### src/rtl/rptr_empty.sv
// Read-side pointer and empty-flag block for the async-comparator FIFO.
// This block keeps the binary read address for the RAM and the Gray read
// pointer for the direction comparator. It synchronises the comparator's
// almost-empty signal into a pessimistic empty flag, and returns read data.
// Optional feature: define RPTR_EMPTY_FWFT_EN to build a first-word-fall-through
// output stage. When the macro is undefined, a read request returns its data
// one cycle later.
module rptr_empty #(
  parameter int ASIZE = 4,
  parameter int DSIZE = 8
) (
  input  logic             rclk,
  input  logic             rrst,
  input  logic             aempty_n,
  input  logic             rinc,
  input  logic [DSIZE-1:0] mem_rdata,
  output logic [ASIZE-1:0] raddr,
  output logic [ASIZE-1:0] rptr,
  output logic             rempty,
  output logic [DSIZE-1:0] rdata,
  output logic             rvalid,
  output logic             runderflow
);

  logic [ASIZE-1:0] rbin;
  logic [ASIZE-1:0] rbnext;
  logic [ASIZE-1:0] rgnext;
  logic             rempty2;
  logic             ren;

  function automatic logic [ASIZE-1:0] bin2gray(input logic [ASIZE-1:0] b);
    return (b >> 1) ^ b;
  endfunction

  // The pointer wraps naturally at 2**ASIZE because of the fixed width.
  assign rbnext = rbin + ASIZE'(ren);
  assign rgnext = bin2gray(rbnext);
  assign raddr  = rbin;

  // Binary and Gray read pointers advance together on every accepted pop.
  always_ff @(posedge rclk) begin
    if (rrst) begin
      rbin <= '0;
      rptr <= '0;
    end else begin
      rbin <= rbnext;
      rptr <= rgnext;
    end
  end

  // Two-flop synchroniser. It asserts empty immediately and releases it only
  // after two consecutive high samples.
  always_ff @(posedge rclk) begin
    if (rrst || !aempty_n) begin
      {rempty, rempty2} <= 2'b11;
    end else begin
      {rempty, rempty2} <= {rempty2, 1'b0};
    end
  end

`ifdef RPTR_EMPTY_FWFT_EN
  typedef enum logic {IDLE, HOLD} state_t;

  state_t state_q;
  state_t state_d;
  logic   pop_int;

  // Output-stage state register.
  always_ff @(posedge rclk) begin
    if (rrst) state_q <= IDLE;
    else      state_q <= state_d;
  end

  // The stage prefetches the head word whenever it is empty or being consumed.
  always_comb begin
    state_d = state_q;
    pop_int = 1'b0;
    case (state_q)
      IDLE: begin
        if (!rempty) begin
          pop_int = 1'b1;
          state_d = HOLD;
        end
      end
      HOLD: begin
        if (rinc) begin
          if (!rempty) pop_int = 1'b1;
          else         state_d = IDLE;
        end
      end
      default: state_d = IDLE;
    endcase
  end

  assign ren    = pop_int;
  assign rvalid = (state_q == HOLD);

  // The head word is captured on each prefetch. A pop while nothing is held
  // counts as an underflow.
  always_ff @(posedge rclk) begin
    if (rrst) begin
      rdata      <= '0;
      runderflow <= 1'b0;
    end else begin
      if (pop_int)                  rdata      <= mem_rdata;
      if (rinc && state_q == IDLE)  runderflow <= 1'b1;
    end
  end
`else
  assign ren = rinc & ~rempty;

  // Data is returned one cycle after an accepted request and held until the
  // next read. Reading while empty sets the sticky underflow flag.
  always_ff @(posedge rclk) begin
    if (rrst) begin
      rdata      <= '0;
      rvalid     <= 1'b0;
      runderflow <= 1'b0;
    end else begin
      rvalid <= ren;
      if (ren)           rdata      <= mem_rdata;
      if (rinc & rempty) runderflow <= 1'b1;
    end
  end
`endif

endmodule
### config.mk
export PLATFORM = sky130hd
export DESIGN_NAME = rptr_empty
export DESIGN_NICKNAME = d
export VERILOG_FILES = /design/src/rtl/rptr_empty.sv
export SDC_FILE = /design/constraint.sdc
export NUM_CORES = 1
export LEC_CHECK = 0
export BUFFER_PORTS_ARGS = -buffer_cell sky130_fd_sc_hd__buf_2
export CORE_MARGIN = 2
export CORE_UTILIZATION = 47
export CTS_BUF_LIST = sky130_fd_sc_hd__clkbuf_8
export DETAILED_ROUTE_END_ITERATION = 7
export GPL_TIMING_DRIVEN = 1
export PLACE_DENSITY = 0.85
export SETUP_SLACK_MARGIN = 0.3
export SLEW_MARGIN = 25
export SYNTH_ARGS = -nofsm -noshare
export SYNTH_HDL_FRONTEND = slang
export SYNTH_SLANG_ARGS = --single-unit
export TNS_END_PERCENT = 50
### constraint.sdc
create_clock -name rclk -period 1.9 [get_ports rclk]
set_clock_uncertainty 0.1 [all_clocks]
set_input_delay 0.095 -clock rclk [delete_from_list [all_inputs] [get_ports rclk]]
set_output_delay 0.095 -clock rclk [all_outputs]
set_load 0.05 [all_outputs]
==> results.txt, run 1 <==
final worst path period need - 1530 ps
crit path launch type - flop
H-tree depth - 1
multiplexer share of the synthesized area - 0
clock slew at reported path FFs - 70 ps
Via Count - 597
Flop pwr share - 0.545
placer congestion estimate - 0.721
nets - 125
Design Power - 0.746 mW
synthesized area per cell - 9.97 µm²
GRT Residual Overflow - 0
Synth Area in XOR/XNOR - 0.0610
ANT nets after route - 0
std cell rows - 14
Slew headroom - 0.735
area of the multi-input gates - 328 µm²
synth unique cells - 18
Post-Syn Area - 718 µm²
flip-flop and latch count after synthesis - 19
post-synthesis compound-gate area fraction - 0.111
CTS tree - done
hold path start - mem_rdata[5]
Mapped Cells - 72
Req. time, crit path - 1930 ps
net load switching power - 0.168 mW
Post-Synth Simple-Gate Area - 0.207
most common cell after layout, fill and taps aside - buf_2
Initial Utilization - 0.488
Starting DRT DRC Count - 3
Reg area - 384 µm²
Net Count, Synth - 86
Worst EP arrival - 1560 ps
Worst-Skew Late Latency - 240 ps
RSZ-0062 raised after global routing - yes
Layout area overhead - 42.3%
post-route design area - 1020 µm²
Hold Path Sink - rdata[5]$_SDFFE_PP0N_
largest family of logic cells by synthesized area - simple AND/OR/NAND/NOR gates
setup tns final - 0 ps
# clock sinks - 19
register area share after synthesis - 0.530
Reg2Reg Launch Point - rempty$_SDFF_PP1_
Hold WC Path Type - input pin to flop
worst-margin pin slew - 398 ps
Max-cap violations - 0
Reg2Reg Setup Slack - 370 ps
DRC errors left - 0
YS warnings - 0
Max clock buf depth - 2
DIE AREA - 1860 µm²
Setup-failing EPs final - 0
CP Capture Type - flop
worst setup path category - flop to flop
Power Density - 730 nW/µm²
post-DP HPWL - 913 µm
core area - 1470 µm²
Adder-Cell Fraction of Synth Area - 0.0348
clock share of power - 0.358
Total Routing Usage GR - 0.153
Leak - 0.466 nW
WL/cell - 11.0 µm
combinational power share - 0.096
Int Power - 0.578 mW
Chip Width - 43.1 µm
Cell Area, Placed - 893 µm²
hold depth - 3
Vias/cell - 4.74
vias in the first global route - 553
run status - finished, final reports clean
fillers - 118
Final Cycle Share - 0.808
Min Hold Slack - 9.18 ps
share of layout cells above drive strength 1 - 0.455
pin count of the biggest net entering global routing - 19
drt total wl - 1380 µm
initial antenna violation count - 0
final hold vios - 0
Port Buf Inserts - 30
Worst VDD drop - 0.649 mV
commonest non-fill, non-tap cells in the layout - 30 x buf_2, 18 x dfxtp_1, 17 x nand2_1, 8 x a21oi_2, 7 x dlygate4sd3_1
Worst R2R Path Depth - 7
# IOs - 31
worst-path fanout max - 9
clock root buffer - clkbuf_8
Max Clock Freq - 652 MHz
Num CTS Buffers - 3
Post-Place Setup Slack - 287 ps
first-pass GRT wire length - 2170 µm
1st-pass router iterations - 4
FF-to-FF End - rptr[1]$_SDFF_PP0_
diodes inserted - 0
Slew Limit Fails - 0
sw frac - 0.225
Final WS setup - 365 ps
Die H - 43.1 µm
[state kept, by name (all words and copies together), names as in the netlist]
register	flops
rdata	8
rptr	4
raddr	3
rempty	1
rempty2	1
runderflow	1
rvalid	1
[layer usage]
metal | GRT usage | vias up | routed length [µm]
li1 | - | 305 | -
met1 | 0.168 | 275 | 577
met2 | 0.296 | 15 | 745
met3 | 0.0255 | 2 | 45
met4 | 0.0364 | 0 | 14
met5 | 0 | - | 0
[metrics by stage]
step | util | instances
detailed placement | 0.607 | 114
finish | 0.695 | 126
global placement | 0.607 | 114
CTS | 0.691 | 126
global route | 0.695 | 126
floorplan | - | 72
[repair_timing]
item	in CTS	in global routing
hold endpoints to repair	7	0
setup endpoints to repair	2	2
setup buffers	1	0
hold buffers	7	0
gates cloned	0	0
resized for setup	0	1
[area by class of cell]
cell class,instances,share of cell area
sequential,19,0.376
multi-input combinational,48,0.321
clock inverter,1,0.00490
inverter,1,0.0159
clock buffer,3,0.0404
tap,16,0.0196
timing repair buffer,38,0.223
[critical path, stage by stage (launching register included)]
cell	delay, ps
dfxtp_4	350
nand2b_4	160
clkinv_8	80
ha_4	170
ha_4	160
xnor2_1	200
xor2_1	160
nor2_1	50
[worst max path at each step]
stage / startpoint / endpoint / slack [ps] / cells after the start
after global routing: rempty$_SDFF_PP1_ / rptr[1]$_SDFF_PP0_ / 290 / 7
after floorplan: rempty$_SDFF_PP1_ / rptr[2]$_SDFF_PP0_ / 180 / 8
after CTS: rempty$_SDFF_PP1_ / rptr[2]$_SDFF_PP0_ / 350 / 7
after detailed placement: rempty$_SDFF_PP1_ / rptr[1]$_SDFF_PP0_ / 290 / 7
after global placement: rempty$_SDFF_PP1_ / rptr[1]$_SDFF_PP0_ / 330 / 7
final: rempty$_SDFF_PP1_ / rptr[1]$_SDFF_PP0_ / 370 / 7
[cell families after synthesis]
logic type                 Yosys count
adders and majority gates            2
xor gates and xnor gates             5
and+or+nand+nor                     31
DFF                                 19
buffers and inverters                5
AOI/OAI and AO/OA                   10
[synthesized netlist by cell type]
cell	number	area [µm²]
a21oi_1	2	10.0
a21oi_2	8	70.1
and3_1	1	6.26
buf_2	1	5.00
buf_4	2	15.0
buf_6	1	11.3
clkinv_4	1	8.76
dfxtp_1	19	380
ha_1	2	25.0
nand2_1	17	63.8
nand2b_4	2	27.5
nand3_1	1	5.00
nor2_1	6	22.5
nor2b_1	2	12.5
nor3_1	1	5.00
or2_1	1	6.26
xnor2_1	2	17.5
xor2_1	3	26.3
[power groups by stage]
stage | Combinational, mW | Sequential, mW | Clock, mW
4_1_cts | 0.0716 | 0.407 | 0.274
3_5_place_dp | 0.0599 | 0.416 | 0
3_3_place_gp | 0.0593 | 0.416 | 0
2_1_floorplan | 0.0219 | 0.436 | 0
5_1_grt | 0.0772 | 0.407 | 0.290
6_report | 0.0719 | 0.407 | 0.267
(Power assumes the default switching activity.)
==> run 2, diff against run 1 <==
==> constraint.sdc (replaced) <==
create_clock -name rclk -period 1.55 [get_ports rclk]
set_clock_uncertainty 0.1 [all_clocks]
set_input_delay 0.0775 -clock rclk [delete_from_list [all_inputs] [get_ports rclk]]
set_output_delay 0.0775 -clock rclk [all_outputs]
set_load 0.05 [all_outputs]
==> run 2 against run 1 <==
Net effect: the run now ends with setup timing left; largest cell class is now multi-input gates; clock power rose by 24%; fmax fell by 3.7%; highest routed layer unchanged; critical path type unchanged; clock-buffer cell count did not move.
==> results.txt, run 2 (same netlist as run 1, synthesis figures left out) <==
pin count of the biggest net entering global routing - 19 (unchanged)
first-pass GRT wire length - 2570 µm (+18%)
placer congestion estimate - 0.672 (-6.9%)
Via Count - 663 (+11%)
nets - 133 (+6.4%)
DIE AREA - 1860 µm² (unchanged)
CTS tree - done
Power Density - 783 nW/µm² (+7.2%)
crit path launch type - flop
share of layout cells above drive strength 1 - 0.576 (+0.122)
failing checks - setup timing
crit path buf inv count - 1 (unchanged)
post-DP HPWL - 1100 µm (+20%)
GRT Residual Overflow - 0 (unchanged)
Int Power - 0.716 mW (+24%)
setup tns final - -53.8 ps (-53.8 ps)
DRC errors left - 0 (unchanged)
clock share of power - 0.352 (-0.006)
CP startpoint - rempty$_SDFF_PP1_
Design Power - 0.938 mW (+26%)
Reg2Reg Launch Point - rempty$_SDFF_PP1_
Num CTS Buffers - 3 (unchanged)
Port Buf Inserts - 30 (unchanged)
Largest Register - rdata
Max clock buf depth - 2 (unchanged)
Worst EP arrival - 1620 ps (+60 ps)
max reg flops - 8 (unchanged)
Final Cycle Share - 1.03 (+0.220)
most common cell after layout, fill and taps aside - buf_2
Starting DRT DRC Count - 5 (+2)
1st-pass router iterations - 4 (unchanged)
fillers - 85 (-28%)
clock slew at reported path FFs - 70 ps (about the same)
commonest non-fill, non-tap cells in the layout - 30 x buf_2, 18 x dfxtp_1, 9 x nand2_1, 9 x dlygate4sd3_1
master of the slowest instance on the critical path - dfxtp_4
run status - finished with violations
FF-to-FF End - rptr[2]$_SDFF_PP0_
sw frac - 0.236 (+0.0116)
initial antenna violation count - 0 (unchanged)
delay-heaviest family, CP - flip-flops
clock root buffer - clkbuf_8
H-tree depth - 1 (unchanged)
fin util - 0.815 (+0.120)
worst setup path category - flop to flop
# IOs - 31 (unchanged)
core area - 1470 µm² (unchanged)
Chip Width - 43.1 µm (unchanged)
Critical Path End - rptr[2]$_SDFF_PP0_
std cell rows - 14 (unchanged)
Max Clock Freq - 628 MHz (-3.7%)
diodes inserted - 0 (unchanged)
Final WS setup - -43.4 ps (-409 ps)
CP Capture Type - flop
Vias/cell - 4.95 (+4.4%)
drt total wl - 1940 µm (+40%)
Reg2Reg Setup Slack - -40 ps (-410 ps)
ANT nets after route - 0 (unchanged)
Die H - 43.1 µm (unchanged)
Slew headroom - 0.727 (-0.00732)
Max-cap violations - 0 (unchanged)
RSZ-0062 raised after global routing - yes
Flop pwr share - 0.532 (-0.013)
worst-path fanout max - 2 (-7)
Setup-failing EPs final - 2 (+2)
cell depth of the worst setup path - 7 (unchanged)
Worst VDD drop - 0.753 mV (+16%)
Post-Place Setup Slack - 14.1 ps (-273 ps)
Total Routing Usage GR - 0.188 (+0.0355)
Hold WC Path Type - input pin to flop
CP most frequent cell - ha_4
WL/cell - 14.5 µm (+32%)
vias in the first global route - 615 (+11%)
Initial Utilization - 0.488 (unchanged)
Leak - 0.580 nW (+24%)
final worst path period need - 1590 ps (+58.9 ps)
# clock sinks - 19 (unchanged)
Layout area overhead - 66.9%
crit-path max cell delay - 340 ps (about the same)
worst-margin pin slew - 409 ps (+11.0 ps)
combinational power share - 0.116 (+0.020)
Worst R2R Path Depth - 7 (unchanged)
cells along the critical path - nand2b_4 -> clkinv_8 -> ha_4 -> ha_4 -> xor2_2 -> a21oi_1 -> nor3_2
net load switching power - 0.222 mW (+32%)
Slew Limit Fails - 0 (unchanged)
final hold vios - 0 (unchanged)
Worst-Skew Late Latency - 250 ps (about the same)
Req. time, crit path - 1570 ps (-360 ps)
==> run 2: per-layer routing <==
layer  GRT usage  wire length, µm
met2       0.334             1070
met4       0.103               43
met1       0.209              771
met3      0.0298               55
met5           0                0
==> run 2: per-stage QoR <==
stage	instances	instance area (µm²)	hold slack [ps]
floorplan	72	758	49.2
global placement	116	908	182
detailed placement	116	908	183
CTS	131	1070	11.0
global route	134	1200	83.5
finish	134	1200	55.2
==> run 2: final cells by class <==
cell class	count	area, µm²	area share
clock buffers	3	41.3	0.0344
clock inverters	1	3.75	0.00313
inverters	1	16.3	0.0136
multi-input cells	48	420	0.351
flip-flops and latches	19	384	0.320
well taps	16	20.0	0.0167
repair buffers	46	313	0.261
==> run 2: how the worst min path moves through the flow <==
stage          cells past startpoint  slack (ps)          from                 endpoint
2_1_floorplan                      1          50      aempty_n          rempty2$_DFF_P_
3_3_place_gp                       2         180      aempty_n          rempty2$_DFF_P_
3_5_place_dp                       2         180      aempty_n          rempty2$_DFF_P_
4_1_cts                            3          10  mem_rdata[5]    rdata[5]$_SDFFE_PP0N_
5_1_grt                            3          80          rinc  runderflow$_SDFFE_PP0P_
6_report                           3          60          rinc  runderflow$_SDFFE_PP0P_
==> run 2: tightest hold or removal path, stage by stage <==
cell     delay, ps
buf_2          120
a21oi_1         80
nor2_1          90
==> run 2: what timing repair did <==
action,4_1_cts,5_1_grt
endpoints found under the hold margin,8,1
setup buffers,3,2
endpoints found under the setup margin,6,7
hold buffers,8,1
pin swaps,2,8
resized for setup,2,25
==> run 2: power groups by stage <==
stage               logic, mW  clock network (mW)  registers, mW
global route            0.115               0.351          0.499
finish                  0.109               0.331          0.499
CTS                    0.0932               0.323          0.499
global placement       0.0738                   0          0.510
detailed placement     0.0755                   0          0.510
floorplan              0.0268                   0          0.534
==> run 3, diff against run 2 <==
--- a/config.mk
+++ b/config.mk
@@ -6,12 +6,14 @@
 export NUM_CORES = 1
 export LEC_CHECK = 0
 export BUFFER_PORTS_ARGS = -buffer_cell sky130_fd_sc_hd__buf_2
+export CELL_PAD_IN_SITES_DETAIL_PLACEMENT = 2
+export CELL_PAD_IN_SITES_GLOBAL_PLACEMENT = 2
 export CORE_MARGIN = 2
-export CORE_UTILIZATION = 47
+export CORE_UTILIZATION = 27
 export CTS_BUF_LIST = sky130_fd_sc_hd__clkbuf_8
 export DETAILED_ROUTE_END_ITERATION = 7
 export GPL_TIMING_DRIVEN = 1
-export PLACE_DENSITY = 0.85
+export PLACE_DENSITY = 0.84
 export SETUP_SLACK_MARGIN = 0.3
 export SLEW_MARGIN = 25
 export SYNTH_ARGS = -nofsm -noshare
==> run 3 against run 2 <==
Net effect: setup slack better by 26 ps; critical path type unchanged; sequential cell count stayed put; routed wire length is 13% higher; sequential power hardly changed; sequential share of layout area is 2.1 points higher; first-iteration DRC count stayed put; the run still ends with setup timing left; non-clock buffer count is 2 lower; power hardly changed.
==> results.txt, run 3 (same netlist as run 1, synthesis figures left out) <==
max reg flops - 8 (unchanged)
crit path launch type - flop
Min Hold Slack - 18.1 ps (-37.1 ps)
Cells after DPL - 130 (+12%)
Reg2Reg Launch Point - rempty$_SDFF_PP1_
FF-to-FF End - rptr[2]$_SDFF_PP0_
Max clock buf depth - 2 (unchanged)
setup tns final - -17.4 ps (+36.5 ps)
Slew headroom - 0.709 (-0.0181)
drt total wl - 2190 µm (+13%)
vias in the first global route - 675 (+9.8%)
initial antenna violation count - 0 (unchanged)
Req. time, crit path - 1580 ps (about the same)
master of the slowest instance on the critical path - dfxtp_4
clock root buffer - clkbuf_8
Met1 Routed Length - 888 µm (+15%)
share of layout cells above drive strength 1 - 0.500 (-0.0763)
Worst VDD drop - 0.448 mV (-40%)
worst-margin pin slew - 436 ps (+27.2 ps)
Setup-failing EPs final - 1 (-1)
Non-Filler Instances - 146 (+9.0%)
fin util - 0.449 (-0.365)
DR top layer - met4
commonest non-fill, non-tap cells in the layout - 30 x buf_2, 18 x dfxtp_1, 17 x nand2_1, 9 x a21oi_2, 9 x dlygate4sd3_1
routed wl met2 - 1190 µm (+11%)
diodes inserted - 0 (unchanged)
Layout area overhead - 56.4%
std cell rows - 18 (+4)
net load switching power - 0.224 mW (+0.87%)
CP startpoint - rempty$_SDFF_PP1_
CP Capture Type - flop
Via Count - 653 (-1.5%)
clock share of power - 0.363 (+0.011)
Port Buf Inserts - 30 (unchanged)
# clock sinks - 19 (unchanged)
worst setup path category - flop to flop
Hold WC Path Type - input pin to flop
Chip Width - 55.6 µm (+29%)
Worst R2R Path Depth - 7 (unchanged)
Worst EP arrival - 1590 ps (-30 ps)
run status - finished with violations
Final WS setup - -17.4 ps (+26.1 ps)
Largest Register - rdata
Slew Limit Fails - 0 (unchanged)
WL/cell - 15.0 µm (+3.8%)
core area - 2500 µm² (+70%)
Die H - 55.6 µm (+29%)
post-DP HPWL - 1350 µm (+23%)
Total Routing Usage GR - 0.147 (-0.0410)
Final Cycle Share - 1.01 (-0.0168)
first-pass GRT wire length - 3440 µm (+34%)
most common cell after layout, fill and taps aside - buf_2
cells along the critical path - nand2b_4 -> clkinv_8 -> ha_4 -> ha_4 -> xor2_2 -> and3_4 -> nor3_2
final worst path period need - 1570 ps (-26.1 ps)
Max-cap violations - 0 (unchanged)
DIE AREA - 3090 µm² (+66%)
Vias/cell - 4.47 (-9.6%)
# IOs - 31 (unchanged)
CTS tree - done
Design Power - 0.937 mW (about the same)
crit-path max cell delay - 340 ps (about the same)
Reg2Reg Setup Slack - -20 ps (+30 ps)
sw frac - 0.239 (+0.00224)
Critical Path End - rptr[2]$_SDFF_PP0_
Power Density - 834 nW/µm² (+6.6%)
1st-pass router iterations - 4 (unchanged)
placer congestion estimate - 0.649 (-3.4%)
Flop pwr share - 0.532 (about the same)
H-tree depth - 1 (unchanged)
clock slew at reported path FFs - 70 ps (about the same)
Starting DRT DRC Count - 5 (unchanged)
GRT Residual Overflow - 0 (unchanged)
CP most frequent cell - ha_4
combinational power share - 0.105 (-0.011)
Int Power - 0.714 mW (-0.37%)
DRC errors left - 0 (unchanged)
Worst-Skew Late Latency - 250 ps (about the same)
Num CTS Buffers - 3 (unchanged)
met3 routed WL - 79 µm (+44%)
worst-path fanout max - 2 (unchanged)
Leak - 0.496 nW (-14%)
ANT nets after route - 0 (unchanged)
Max Clock Freq - 638 MHz (+1.7%)
failing checks - setup timing
pin count of the biggest net entering global routing - 19 (unchanged)
nets - 131 (-1.5%)
final hold vios - 0 (unchanged)
Initial Utilization - 0.287 (-0.201)
RSZ-0062 raised after global routing - yes
[run 3: critical path, delay by kind of cell (launching register included)]
kind,cells,cell delay [ps]
AND/OR/NAND/NOR,3,410
flip-flops,1,340
adder cells (fa/ha/maj),2,330
XOR/XNOR,1,200
buffers and inverters,1,50
[run 3: power groups by stage]
stage / Clock (mW) / Sequential [mW] / Combinational [mW]
3_5_place_dp: 0 / 0.510 / 0.0763
4_1_cts: 0.363 / 0.499 / 0.0957
2_1_floorplan: 0 / 0.534 / 0.0268
5_1_grt: 0.381 / 0.500 / 0.106
3_3_place_gp: 0 / 0.510 / 0.0752
6_report: 0.340 / 0.499 / 0.0988
[run 3: layout make-up]
| class | count | area (µm²) |
|---|---|---|
| inverter | 1 | 16.3 |
| sequential | 19 | 384 |
| multi-input combinational | 48 | 359 |
| clock buffer | 3 | 41.3 |
| fill | 268 | 1380 |
| clock inverter | 1 | 3.75 |
| timing repair buffer | 44 | 282 |
| tap | 30 | 37.5 |
[run 3: stage by stage]
| step | worst slack, ps | cell area (µm²) |
|---|---|---|
| finish | -17.4 | 1120 |
| global route | -70.0 | 1120 |
| CTS | -5.62 | 1100 |
| detailed placement | -47.7 | 926 |
| global placement | 71.6 | 926 |
| floorplan | -171 | 758 |
[run 3: how the worst min path moves through the flow]
stage	from	to	slack, ps	cells after the start
floorplan	aempty_n	rempty2$_DFF_P_	50	1
global placement	aempty_n	rempty2$_DFF_P_	190	2
detailed placement	aempty_n	rempty2$_DFF_P_	190	2
CTS	rinc	runderflow$_SDFFE_PP0P_	6	3
global route	rinc	runderflow$_SDFFE_PP0P_	40	3
finish	rinc	runderflow$_SDFFE_PP0P_	20	3
[run 3: what timing repair did]
action	in CTS	in global routing
endpoints found under the hold margin	10	0
setup buffers	2	1
pin swaps	1	3
hold buffers	9	0
setup endpoints to repair	6	7
resized for setup	5	2
[run 3: metal layers]
metal,GRT usage,vias to the layer above
met5,0,-
li1,-,315
met1,0.165,315
met3,0.0186,4
met4,0.0836,0
met2,0.265,19
